[src/rtl/ex_mem_pkg.sv]
// Shared types and sizing helpers for the EX->MEM pipeline buffer.
// The bundle layout here fixes the field order used when packing entries.
package ex_mem_pkg;

    localparam int DATA_W_DEF = 32;
    localparam int REG_W_DEF  = 4;

    // Field order, MSB first, matches the flat entry vector in the buffer top.
    typedef struct packed {
        logic                  wb_en;
        logic                  mem_r_en;
        logic                  mem_w_en;
        logic [REG_W_DEF-1:0]  dest;
        logic [REG_W_DEF-1:0]  src1;
        logic [REG_W_DEF-1:0]  src2;
        logic [DATA_W_DEF-1:0] alu_result;
        logic [DATA_W_DEF-1:0] st_val;
    } ex_mem_bundle_t;

    function automatic int bundle_width(input int data_w, input int reg_w);
        return 3 + 3 * reg_w + 2 * data_w;
    endfunction

endpackage

[src/rtl/ex_mem_buf_ctrl.sv]
// Pointer, occupancy and handshake control for the EX->MEM elastic buffer.
// Storage lives in the parent; this block only decides when to write and where the head is.
module ex_mem_buf_ctrl
    import ex_mem_pkg::*;
#(
    parameter int DEPTH = 2,
    parameter int CNT_W = $clog2(DEPTH + 1),
    parameter int PTR_W = (DEPTH > 1) ? $clog2(DEPTH) : 1
) (
    input  logic             clk,
    input  logic             rst,
    input  logic             freeze,
    input  logic             flush,
    input  logic             in_valid,
    input  logic             out_ready,
    output logic             in_ready,
    output logic             out_valid,
    output logic             push,
    output logic [PTR_W-1:0] wr_ptr,
    output logic [PTR_W-1:0] rd_ptr,
    output logic [CNT_W-1:0] count
);

    localparam logic [PTR_W-1:0] PTR_LAST = PTR_W'(DEPTH - 1);
    localparam logic [CNT_W-1:0] CNT_FULL = CNT_W'(DEPTH);

    logic [PTR_W-1:0] wr_ptr_q, wr_ptr_d;
    logic [PTR_W-1:0] rd_ptr_q, rd_ptr_d;
    logic [CNT_W-1:0] count_q, count_d;
    logic             pop;

    function automatic logic [PTR_W-1:0] ptr_inc(input logic [PTR_W-1:0] p);
        return (p == PTR_LAST) ? '0 : p + PTR_W'(1);
    endfunction

    // in_ready looks only at local state, so no combinational path from out_ready.
    assign in_ready  = (count_q < CNT_FULL) & ~freeze;
    assign out_valid = (count_q != '0);
    assign push      = in_valid & in_ready & ~flush;
    assign pop       = out_valid & out_ready & ~freeze & ~flush;

    always_comb begin
        wr_ptr_d = wr_ptr_q;
        rd_ptr_d = rd_ptr_q;
        count_d  = count_q;
        if (flush) begin
            wr_ptr_d = '0;
            rd_ptr_d = '0;
            count_d  = '0;
        end else if (!freeze) begin
            if (push) begin
                wr_ptr_d = ptr_inc(wr_ptr_q);
            end
            if (pop) begin
                rd_ptr_d = ptr_inc(rd_ptr_q);
            end
            count_d = count_q + CNT_W'(push) - CNT_W'(pop);
        end
    end

    always_ff @(posedge clk or posedge rst) begin
        if (rst) begin
            wr_ptr_q <= '0;
            rd_ptr_q <= '0;
            count_q  <= '0;
        end else begin
            wr_ptr_q <= wr_ptr_d;
            rd_ptr_q <= rd_ptr_d;
            count_q  <= count_d;
        end
    end

    assign wr_ptr = wr_ptr_q;
    assign rd_ptr = rd_ptr_q;
    assign count  = count_q;

endmodule

[src/rtl/ex_mem_pipe_buf.sv]
// EX->MEM pipeline buffer: DEPTH-entry elastic FIFO carrying the execute result bundle.
// Control outputs are masked when empty so MEM sees a clean bubble.
module ex_mem_pipe_buf
    import ex_mem_pkg::*;
#(
    parameter int DATA_W = DATA_W_DEF,
    parameter int REG_W  = REG_W_DEF,
    parameter int DEPTH  = 2,
    parameter int CNT_W  = $clog2(DEPTH + 1)
) (
    input  logic              clk,
    input  logic              rst,
    input  logic              freeze,
    input  logic              flush,
    input  logic              in_valid,
    output logic              in_ready,
    input  logic              wb_en_in,
    input  logic              mem_r_en_in,
    input  logic              mem_w_en_in,
    input  logic [REG_W-1:0]  dest_in,
    input  logic [REG_W-1:0]  src1_in,
    input  logic [REG_W-1:0]  src2_in,
    input  logic [DATA_W-1:0] alu_result_in,
    input  logic [DATA_W-1:0] st_val_in,
    output logic              out_valid,
    input  logic              out_ready,
    output logic              wb_en_out,
    output logic              mem_r_en_out,
    output logic              mem_w_en_out,
    output logic [REG_W-1:0]  dest_out,
    output logic [REG_W-1:0]  src1_out,
    output logic [REG_W-1:0]  src2_out,
    output logic [DATA_W-1:0] alu_result_out,
    output logic [DATA_W-1:0] st_val_out,
    output logic [CNT_W-1:0]  count
);

    localparam int BUNDLE_W = bundle_width(DATA_W, REG_W);
    localparam int PTR_W    = (DEPTH > 1) ? $clog2(DEPTH) : 1;

    logic                push;
    logic [PTR_W-1:0]    wr_ptr;
    logic [PTR_W-1:0]    rd_ptr;
    logic [BUNDLE_W-1:0] wr_bundle;
    logic [BUNDLE_W-1:0] head_bundle;
    logic [BUNDLE_W-1:0] entry_sel [DEPTH];
    logic                head_wb_en;
    logic                head_mem_r_en;
    logic                head_mem_w_en;

    assign wr_bundle = {wb_en_in, mem_r_en_in, mem_w_en_in,
                        dest_in, src1_in, src2_in,
                        alu_result_in, st_val_in};

    ex_mem_buf_ctrl #(
        .DEPTH (DEPTH),
        .CNT_W (CNT_W),
        .PTR_W (PTR_W)
    ) u_ctrl (
        .clk       (clk),
        .rst       (rst),
        .freeze    (freeze),
        .flush     (flush),
        .in_valid  (in_valid),
        .out_ready (out_ready),
        .in_ready  (in_ready),
        .out_valid (out_valid),
        .push      (push),
        .wr_ptr    (wr_ptr),
        .rd_ptr    (rd_ptr),
        .count     (count)
    );

    // Entries are cleared on reset so the head reads all-zero straight out of reset.
    for (genvar gi = 0; gi < DEPTH; gi++) begin : g_entry
        logic [BUNDLE_W-1:0] entry_q;

        always_ff @(posedge clk or posedge rst) begin
            if (rst) begin
                entry_q <= '0;
            end else if (push && (wr_ptr == PTR_W'(gi))) begin
                entry_q <= wr_bundle;
            end
        end

        assign entry_sel[gi] = (rd_ptr == PTR_W'(gi)) ? entry_q : '0;
    end

    // One-hot AND-OR read mux; avoids indexing past DEPTH for non-power-of-two depths.
    always_comb begin
        head_bundle = '0;
        for (int i = 0; i < DEPTH; i++) begin
            head_bundle = head_bundle | entry_sel[i];
        end
    end

    assign {head_wb_en, head_mem_r_en, head_mem_w_en,
            dest_out, src1_out, src2_out,
            alu_result_out, st_val_out} = head_bundle;

    assign wb_en_out    = head_wb_en    & out_valid;
    assign mem_r_en_out = head_mem_r_en & out_valid;
    assign mem_w_en_out = head_mem_w_en & out_valid;

endmodule

[config.mk]
export PLATFORM = sky130hd
export DESIGN_NAME = ex_mem_pipe_buf
export DESIGN_NICKNAME = d
export VERILOG_FILES = /design/src/rtl/ex_mem_pkg.sv /design/src/rtl/ex_mem_buf_ctrl.sv /design/src/rtl/ex_mem_pipe_buf.sv
export SDC_FILE = /design/constraint.sdc
export NUM_CORES = 1
export LEC_CHECK = 0
export ABC_CLOCK_PERIOD_IN_PS = 15900
export BUFFER_PORTS_ARGS = -buffer_cell sky130_fd_sc_hd__clkbuf_2
export CORE_MARGIN = 2
export CORE_UTILIZATION = 29
export DETAILED_ROUTE_END_ITERATION = 10
export HOLD_SLACK_MARGIN = 0.06
export PLACE_DENSITY_LB_ADDON = 0.25
export SLEW_MARGIN = 20
export SYNTH_ARGS = -nofsm -noshare
export SYNTH_HDL_FRONTEND = slang
export SYNTH_SLANG_ARGS = --single-unit
export TNS_END_PERCENT = 50
[constraint.sdc]
create_clock -name clk -period 15.9 [get_ports clk]
set_clock_uncertainty 0.15 [all_clocks]
set_input_delay 1.59 -clock clk [delete_from_list [all_inputs] [get_ports clk]]
set_output_delay 1.59 -clock clk [all_outputs]
set_load 0.02 [all_outputs]
== After elaboration in Yosys (flattened, before gate mapping) ==
Cells that the tools add are included.
Cells by class
  add/subtract/negate cells: 4
  multiply operators: 0
  div/mod/pow operators: 0
  order comparisons: 1
  equality and inequality tests: 1
  shifts and indexed selects: 0
  mux-type cells: 12
  bitwise logic cells: 13
  reductions and logical operators: 7
Operators by type and width (count)
  79-bit 2-to-1 mux: 2
  79-bit bitwise OR: 1
  1-bit bitwise AND: 9
  1-bit 2-to-1 mux: 8
  2-bit nonzero test: 3
  2-bit 2-to-1 mux: 2
  2-bit AND reduction: 2
  1-bit NOT: 3
  1-bit adder (second input constant): 2
  2-bit by 1-bit adder with 2-bit output: 1
  1-bit logical AND: 2
  2-bit < comparator (second input constant): 1
  2-bit by 1-bit inequality test with 1-bit output (second input constant): 1
  2-bit by 1-bit subtractor with 2-bit output: 1
Word-level totals
  flip-flop bits (word level): 162
  latch bits: 0
  bits in writable memories: 0
  ROM bits: 0
  input bits: 85
  output and inout bits: 83
  logic and storage cells: 43
  memories: 0

== Longest topological paths before layout ==
Gate-level depths: netlist (run 1).
  word-level depth: 8
  gate-level depth with buffers: 8

== By module ==
A second synthesis (run 1) with hierarchy kept.
Second synthesis, totals
  cells, all modules: 454
  area, all modules: 7054.3 µm²
Modules (own cells, without submodules)
  ex_mem_pipe_buf: instances 1, cells an instance 427, area an instance 6799.0 µm²
  ex_mem_buf_ctrl: instances 1, cells an instance 27, area an instance 255.2 µm²

== Least setup slack after synthesis (run 1) ==
OpenSTA, ideal clock, no wires.
  kind: input to output
  start: input port freeze
  end: output port in_ready
  data arrival time: 1.870 ns
  slack: 12.290 ns
  stages: 1
  buffers on the path: 0
  cells stage by stage: nor2_1
On the way
  word-level cells in the longest chain between the ends: 2
RTL lines
  from (decl): RTL line ex_mem_pipe_buf.sv:13  | input logic freeze,
  1-bit NOT: RTL line ex_mem_buf_ctrl.sv:37  | assign in_ready = (count_q < CNT_FULL) & ~freeze;
  1-bit bitwise AND: RTL line ex_mem_buf_ctrl.sv:37
  to (decl): RTL line ex_mem_pipe_buf.sv:16  | output logic in_ready,
Every way passes these cells.

== Final worst setup path (run 1) ==
  start: register u_ctrl.rd_ptr_q (netlist: u_ctrl.rd_ptr)
  end: output port alu_result_out[21]
On the way
  word-level cells in the longest chain between the ends: 2
RTL lines
  from (decl): RTL line ex_mem_buf_ctrl.sv:28  | logic [PTR_W-1:0] rd_ptr_q, rd_ptr_d;
  from (signal assigned): RTL line ex_mem_buf_ctrl.sv:68  | rd_ptr_q <= rd_ptr_d;
  79-bit 2-to-1 mux: RTL line ex_mem_pipe_buf.sv:86  | assign entry_sel[gi] = (rd_ptr == PTR_W'(gi)) ? entry_q : '0;
  79-bit bitwise OR *: RTL line ex_mem_pipe_buf.sv:93  | head_bundle = head_bundle | entry_sel[i];
  to (decl): RTL line ex_mem_pipe_buf.sv:33  | output logic [DATA_W-1:0] alu_result_out,
Mark *: on every way between the ends. The rest lies on a longest branch, timed or not.

==> results of run 1 <==
## layer usage
metal,track usage [%],vias up,wire length (um)
li1,-,1942,-
met1,16.0,2252,6970
met2,20.7,96,7550
met3,3.32,6,688
met4,3.69,0,144
met5,0,-,0
## final cells by class
type | count | area (um^2)
well taps | 324 | 405
flip-flops and latches | 162 | 4060
clock buffers | 19 | 453
inverters | 4 | 20.0
fillers | 2349 | 15300
repair buffers | 171 | 870
multi-input cells | 261 | 2840
clock inverters | 11 | 153
## stage by stage
stage / setup slack, ns / total power (uW) / utilization (%)
after global placement: 11.75 / 870 / 34.0
after detailed placement: 11.65 / 886 / 34.0
after CTS: 11.59 / 1320 / 36.5
after global routing: 11.50 / 1370 / 36.5
final: 11.68 / 1300 / 36.5
after floorplan: 9.78 / 787 / -
## cells by family (layout without fill, tap and decap cells)
| family | count (synthesis) | count (layout) | share of synthesized area (%) |
|---|---|---|---|
| compound gates | 4 | 4 | 0.284 |
| mux | 238 | 238 | 37.9 |
| simple gates | 15 | 15 | 1.35 |
| flops | 162 | 162 | 57.4 |
| xor+xnor | 2 | 2 | 0.248 |
| buf+inv | 30 | 205 | 2.41 |
| fa+ha+maj | 2 | 2 | 0.355 |
## worst reg2reg max path, stage by stage (launching register included)
cell and delay (ns):
dfrtp_1 0.47, nor4b_4 0.41, and2b_4 0.67, buf_4 0.65, mux2_2 0.43
## worst max-delay path by stage
stage | slack (ns) | to
finish | 11.68 | alu_result_out[21]
global route | 11.50 | st_val_out[28]
CTS | 11.59 | st_val_out[28]
detailed placement | 11.65 | g_entry[0].entry_q[54]
global placement | 11.75 | g_entry[0].entry_q[61]
floorplan | 9.78 | g_entry[0].entry_q[0]
## cells in the mapped netlist (all sizes together)
library cell,count
a21oi,2
and2b,1
buf,18
clkbuf,8
dfrtp,162
ha,2
inv,4
mux2,234
mux2i,4
nand2,1
nand2b,1
nor2,7
nor3,1
nor3b,1
nor4b,1
o21ai,2
or3,2
xnor2,2
## power by group through the flow
stage                     Combinational [uW]  Clock [uW]  Sequential, uW
after floorplan                          227           0             560
after global placement                   300           0             569
after CTS                                310         439             570
after global routing                     329         461             584
final                                    304         425             569
after detailed placement                 309           0             577
## sequential cells by signal, indices dropped and copies added (netlist names)
name	count
g_entry.entry_q	158
u_ctrl.count	2
u_ctrl.rd_ptr	1
u_ctrl.wr_ptr	1
==> flow_metrics.tcl, run 1 <==
set metrics [dict create \
    drive_above_1_share_pct 68.3 \
    worstSetupPathType "reg -> out" \
    grt_first_pass_wirelength_um 25400 \
    syn_area_mm2 0.00706 \
    cp-startpoint "u_ctrl.rd_ptr" \
    cts_tree "yes" \
    synth_nets 540 \
    cts_buffers 17 \
    ys.warnings.count 0 \
    ctsResizeCount 0 \
    hold_path.startpoint "g_entry[1].entry_q[19]" \
    seq_area_frac_synth_pct 57.4 \
    power.share.switching_pct 28.2 \
    syn-mean-instance-area_um2 15.6 \
    fin_setup_tns_ns 0 \
    core.rowCount 57 \
    hold_path_depth 1 \
    die_w_um 160 \
    most-common-layout-cells "223 x mux2_2, 167 x clkbuf_2, 161 x dfrtp_1" \
    postPlaceCellArea_mm2 0.00819 \
    diodes 0 \
    clkTransAtPathRegs_ns 0.06 \
    p_leak_uw 0.00407 \
    powerDensity_mw_per_mm2 148 \
    dp_cells 922 \
    worstPathArrival_ns 2.48 \
    max_freq_mhz 237 \
    fin_area_mm2 0.00880 \
    worstMarginPinSlew_ns 0.924 \
    viasPerCell 4.51 \
    gr-total-overflow 0 \
    synth-seq-cells 162 \
    hold_viol 0 \
    intPower_uw 932 \
    place.gp.congestion 0.753 \
    die-height_um 160 \
    htree_levels 4 \
    grt_setup_unrepaired "no" \
    area_growth_pct 24.7 \
    grt_usage_pct 12.5 \
    finalCritPeriodShare_pct 26.6 \
    sequentialPowerShare_pct 43.9 \
    drv_slew 0 \
    grt_start_max_net_pins 93 \
    cpPeakStageDelay_ns 0.84 \
    start_kind "register" \
    rr_endpoint "g_entry[0].entry_q[54]" \
    path_cells "buf_4 -> mux2_2 -> clkbuf_2" \
    yosys.cell_types.count 22 \
    synth_cells 453 \
    holdBufCountCts 0 \
    reg2reg_setup_slack_ns 13.00 \
    antenna_found_initial 0 \
    setup_viol 0 \
    coreArea_mm2 0.0241 \
    fp.dieArea_mm2 0.0256 \
    hold_slack_ns 0.340 \
    drt_wl_total_um 15400 \
    reg2reg_from "u_ctrl.count[1]" \
    crit_fanout 43 \
    finalNonFillerCells 952 \
    clk_path_buf_depth 2 \
    slowest_stage "dfrtp_4" \
    io_pins 168 \
    final_common_cell "mux2_2" \
    status "finished clean" \
    ir_worst_vdd_uv 55.2 \
    first_global_vias 4707 \
    rr_worst_depth 4 \
    path_depth 3 \
    fin_nets 704 \
    clock_sinks 162 \
    initial_core_util_pct 29.3 \
    hold_end "g_entry[1].entry_q[19]" \
    yosysTopAreaCell "dfrtp_1" \
    drc 0 \
    hp-class "reg -> reg" \
    clockRootBuffer "clkbuf_16" \
    comb_power_share_pct 23.4 \
    via_count 4296 \
    power_frac_clock_pct 32.7 \
    worstPathRequired_ns 14.16 \
    cp.buffers_inverters 2 \
    crit_family "flip-flops" \
    drt-pass1-iter-count 4 \
    slew_headroom_pct 38.4 \
    wl_per_cell_um 16.1 \
    synth_top_cell_area_share_pct 57.4 \
    ant_nets 0 \
    worstSkewPairLatency_ns 0.41 \
    endpoint_kind "output pin" \
    drtIter0Drc 170 \
    synth.area.top_cells "dfrtp_1 57%, mux2_2 36%, mux2_1 1.8%, buf_4 0.74%, mux2i_1 0.57%" \
    cts_setup_buffers 0 \
    hpwl_um 9680 \
    io_buffer_count 167 \
    period_needed_ns 4.22 \
    cap_viol_max_count 0 \
    p_sw_uw 366 \
]
No activity file was read; power rests on OpenSTA's default activity.
==> run 2: changes to the inputs <==
- ABC_CLOCK_PERIOD_IN_PS: 15900 -> 3500
- clock period: 15.9 -> 3.5 ns (I/O delays scaled with it)
==> run 2 against run 1 <==
  * Utilization is 3.8 points higher
  * Non-clock buffer count is 85 higher
  * Final cell count is 9.1% higher
  * Cell area is 10% higher
  * Global-route usage is 0.25 points higher
  * First-iteration DRC count is 15% lower
  * Register-to-register slack worse by 12 ns
  * Worst setup slack worse by 11 ns
  * Critical endpoint is now st_val_out[26]
  * Largest cell class unchanged
==> flow_metrics.tcl, run 2 (synthesized netlist as in run 1, its figures left out) <==
set metrics [dict create \
    ir_worst_vdd_uv 273 \
    viasPerCell 4.39 \
    worstMarginPinSlew_ns 0.996 \
    fin_setup_tns_ns 0 \
    core.rowCount 57 \
    fin_area_mm2 0.00972 \
    largest-register "g_entry.entry_q" \
    grt_start_max_net_pins 73 \
    finalCritPeriodShare_pct 82.3 \
    status "finished clean" \
    clk_path_buf_depth 2 \
    wl_per_cell_um 15.2 \
    largest_reg_flops 158 \
    nFillCells 2296 \
    crit_end "st_val_out[26]" \
    rr_worst_depth 4 \
    fp.dieArea_mm2 0.0256 \
    first_global_vias 5122 \
    hold_slack_ns 0.158 \
    setup_viol 0 \
    endpoint_kind "output pin" \
    period_needed_ns 2.88 \
    grt_usage_pct 12.7 \
    worstSetupPathType "reg -> out" \
    start_kind "register" \
    clockRootBuffer "clkbuf_16" \
    cp-startpoint "u_ctrl.rd_ptr" \
    initial_core_util_pct 29.3 \
    worstPathRequired_ns 3.00 \
    gr-total-overflow 0 \
    worstSkewPairLatency_ns 0.42 \
    place.gp.congestion 0.716 \
    area_growth_pct 37.7 \
    drt_wl_total_um 15800 \
    holdBufCountCts 81 \
    die-height_um 160 \
    ant_nets 0 \
    drtIter0Drc 144 \
    cap_viol_max_count 0 \
    most-common-layout-cells "223 x mux2_2, 167 x clkbuf_2, 161 x dfrtp_1" \
    reg2reg_from "u_ctrl.count[1]" \
    setup_slack_ns 0.618 \
    powerDensity_mw_per_mm2 628 \
    clock_sinks 162 \
    fin_total_pwr_uw 6100 \
    max_freq_mhz 347 \
    cts_buffers 17 \
    clkTransAtPathRegs_ns 0.07 \
    via_count 4566 \
    hpwl_um 10200 \
    grt_setup_unrepaired "no" \
    drc 0 \
    cts_tree "yes" \
    die_w_um 160 \
    ctsResizeCount 0 \
    io_buffer_count 167 \
    p_leak_uw 0.00446 \
    final_common_cell "mux2_2" \
    rr_endpoint "g_entry[0].entry_q[32]" \
    slew_headroom_pct 33.6 \
    reg2reg_setup_slack_ns 1.14 \
    antenna_found_initial 0 \
    pre_cts_slack_ns 1.02 \
    diodes 0 \
    drive_above_1_share_pct 60.8 \
    drv_slew 0 \
    coreArea_mm2 0.0241 \
    hp-class "in -> reg" \
    crit_fanout 65 \
    postPlaceCellArea_mm2 0.00826 \
    drt-pass1-iter-count 4 \
    io_pins 168 \
    fin_nets 789 \
    worstPathArrival_ns 2.38 \
    htree_levels 4 \
    grt_first_pass_wirelength_um 25900 \
    cts_setup_buffers 0 \
    hold_viol 0 \
]
[run 2: how the worst min path moves through the flow]
| stage | startpoint | cells past startpoint | slack, ns | end |
|---|---|---|---|---|
| 5_1_grt | out_ready | 4 | 0.16 | u_ctrl.rd_ptr |
| 3_5_place_dp | rst | 2 | 0.32 | g_entry[1].entry_q[74] |
| 6_report | out_ready | 4 | 0.16 | u_ctrl.rd_ptr |
| 4_1_cts | out_ready | 4 | 0.13 | u_ctrl.rd_ptr |
| 2_1_floorplan | flush | 1 | 0.26 | u_ctrl.count[1] |
| 3_3_place_gp | rst | 2 | 0.31 | g_entry[1].entry_q[74] |
[run 2: area by class of cell]
cell class | instances | area (um^2) | area share [%]
Clock inverter | 13 | 198 | 2.03
Clock buffer | 19 | 453 | 4.66
Tap cell | 324 | 405 | 4.17
Multi-Input combinational cell | 261 | 2840 | 29.2
Inverter | 4 | 18.8 | 0.193
Sequential cell | 162 | 4060 | 41.8
Timing Repair Buffer | 256 | 1740 | 18.0
[run 2: where the power goes]
group | switching (uW) | total (uW) | internal (uW)
sequential | 234 | 2600 | 2360
combinational | 682 | 1460 | 774
clock | 797 | 2050 | 1250
[run 2: critical path, cell delays in order (launching register included)]
cell      delay (ns)
dfrtp_4         1.08
buf_4           0.34
mux2_2          0.37
clkbuf_2        0.16
[run 2: through the flow]
step / util (%) / cells
2_1_floorplan: - / 453
3_3_place_gp: 34.2 / 926
3_5_place_dp: 34.2 / 926
4_1_cts: 40.3 / 1039
5_1_grt: 40.3 / 1039
6_report: 40.3 / 1039
[run 2: per-layer routing]
layer	up-vias	share of wire [%]	wire length (um)	GRT usage, %
met5	-	0	0	0
met4	0	1.3	205	4.75
met3	12	3.5	551	2.99
met2	95	51	8100	22.2
met1	2342	44	6920	15.2
li1	2117	-	-	-
==> run 3: changes to the inputs <==
- ABC_CLOCK_PERIOD_IN_PS: 3500 -> 2600
- clock period: 3.5 -> 2.6 ns (I/O delays scaled with it)
==> run 3 against run 2 <==
  * Global-route usage is 0.075 points higher
  * Wire length is 0.68% lower
  * Final cell count is essentially flat
  * Non-clock buffer count up 1
  * Largest cell class unchanged
  * Sequential power up 34%
  * Sequential cell count stayed put
==> flow_metrics.tcl, run 3 (synthesized netlist as in run 1, its figures left out) <==
set metrics [dict create \
    status "finished clean" \
    pre_cts_slack_ns 0.352 \
    area_growth_pct 36.8 \
    path_cells "buf_12 -> mux2_2 -> clkbuf_2" \
    use_met1_pct 15.5 \
    clk_path_buf_depth 2 \
    diodes 0 \
    comb_power_share_pct 25.3 \
    grt_use_met2_pct 22.4 \
    worstPathRequired_ns 2.19 \
    grt_start_max_net_pins 97 \
    setup_slack_ns 0.162 \
    final_common_cell "mux2_2" \
    drt-pass1-iter-count 3 \
    largest-register "g_entry.entry_q" \
    die-height_um 160 \
    cts_tree "yes" \
    cts_buffers 17 \
    clock_sinks 162 \
    io_pins 168 \
    fin_area_mm2 0.00965 \
    nFillCells 2340 \
    p_sw_uw 2280 \
    multi_input_area_mm2 0.00284 \
    worstMarginPinSlew_ns 0.842 \
    grt_usage_pct 12.8 \
    worstSkewPairLatency_ns 0.41 \
    viasPerCell 4.41 \
    endpoint_kind "output pin" \
    p_leak_uw 0.00442 \
    slowest_stage "dfrtp_4" \
    hp-class "in -> reg" \
    cap_viol_max_count 0 \
    io_buffer_count 167 \
    drc 0 \
    fp.dieArea_mm2 0.0256 \
    top_usage_layer "met2" \
    fin_total_pwr_uw 7790 \
    max_freq_mhz 410 \
    powerDensity_mw_per_mm2 807 \
    hold_path_depth 3 \
    seqCellArea_mm2 0.00406 \
    worstSetupPathType "reg -> out" \
    core.rowCount 57 \
    finalNonFillerCells 1040 \
    fin_nets 790 \
    drive_above_1_share_pct 60.8 \
    period_needed_ns 2.44 \
    via_count 4588 \
    clkTransAtPathRegs_ns 0.07 \
    dp_cells 926 \
    antenna_found_initial 0 \
    hpwl_um 10200 \
    htree_levels 4 \
    intPower_uw 5510 \
    ant_nets 0 \
    fin_setup_tns_ns 0 \
    crit_fanout 35 \
    finalCritPeriodShare_pct 93.8 \
    power.share.switching_pct 29.3 \
    crit_family "flip-flops" \
    postPlaceCellArea_mm2 0.00828 \
    start_kind "register" \
    drv_slew 0 \
    drt_wl_total_um 15700 \
    path_depth 3 \
    largest_reg_flops 158 \
    grt_first_pass_wirelength_um 26100 \
    worstPathArrival_ns 2.03 \
    drtIter0Drc 117 \
    first_global_vias 5100 \
    gr-total-overflow 0 \
    rr_worst_depth 4 \
    power_frac_clock_pct 29.9 \
    sequentialPowerShare_pct 44.8 \
    coreArea_mm2 0.0241 \
    wl_per_cell_um 15.1 \
    hold_viol 0 \
    grt_setup_unrepaired "no" \
    place.gp.congestion 0.746 \
    cp.buffers_inverters 2 \
    setup_viol 0 \
    most-common-layout-cells "223 x mux2_2, 167 x clkbuf_2, 161 x dfrtp_1" \
    die_w_um 160 \
    initial_core_util_pct 29.3 \
    slew_headroom_pct 43.9 \
    grt_use_met3_pct 2.83 \
    clockRootBuffer "clkbuf_16" \
    ir_worst_vdd_uv 349 \
    cpPeakStageDelay_ns 0.73 \
]
[run 3: cell types whose count changed in the layout (fill, tap and decap cells not counted), sizes merged]
| cell | before | now |
|---|---|---|
| inv | 8 | 7 |
| clkinvlp | 3 | 5 |
| bufinv | 4 | 0 |
| clkinv | 2 | 5 |
| dlygate4sd3 | 81 | 82 |
[run 3: repair_timing]
item | CTS | global route
resized for setup | 0 | 0
setup endpoints to repair | 0 | 0
hold buffers | 82 | 0
buffers inserted | 0 | 0
endpoints found under the hold margin | 324 | 0
[run 3: worst register-to-register path: stages, from the launching register on]
cell and delay, ns:
dfrtp_4 0.67, buf_12 0.30, or3_1 0.40, a21oi_1 0.14, dlygate4sd3_1 0.55
[run 3: metrics by stage]
step	hold slack, ns	util, %
final	0.105	40.0
after global routing	0.133	40.0
after CTS	0.0876	40.0
after detailed placement	0.318	34.4
after global placement	0.306	34.4
after floorplan	0.173	-
[run 3: per-layer routing]
metal	share of wire, %	vias up	wire (um)
li1	-	2116	-
met2	52	91	8070
met4	1.5	0	241
met3	3.3	13	517
met1	44	2368	6830
met5	0	-	0
[run 3: area by class of cell]
type	count	share of cell area, %
clock buffer	19	4.69
inverter	4	0.194
tap	324	4.20
sequential	162	42.0
multi-input combinational	261	29.4
timing repair buffer	257	18.4
clock inverter	13	1.04
[run 3: worst paths after layout]
kind | start | slack (ns) | end
hold reg to reg | g_entry[0].entry_q[4] | 0.33 | g_entry[0].entry_q[4]
max in group asynchronous | rst | 1.18 | g_entry[1].entry_q[18]
min in group asynchronous | rst | 0.39 | g_entry[1].entry_q[59]
setup / recovery | u_ctrl.rd_ptr | 0.16 | alu_result_out[6]
hold / removal | freeze | 0.11 | u_ctrl.count[0]
setup reg to reg | u_ctrl.rd_ptr | 0.33 | u_ctrl.rd_ptr
[run 3: power groups by stage]
stage	Clock [uW]	Sequential, uW	Combinational, uW
floorplan	0	3430	1390
global placement	0	3480	1850
detailed placement	0	3540	1910
CTS	2440	3500	2010
global route	2560	3580	2140
finish	2330	3490	1970
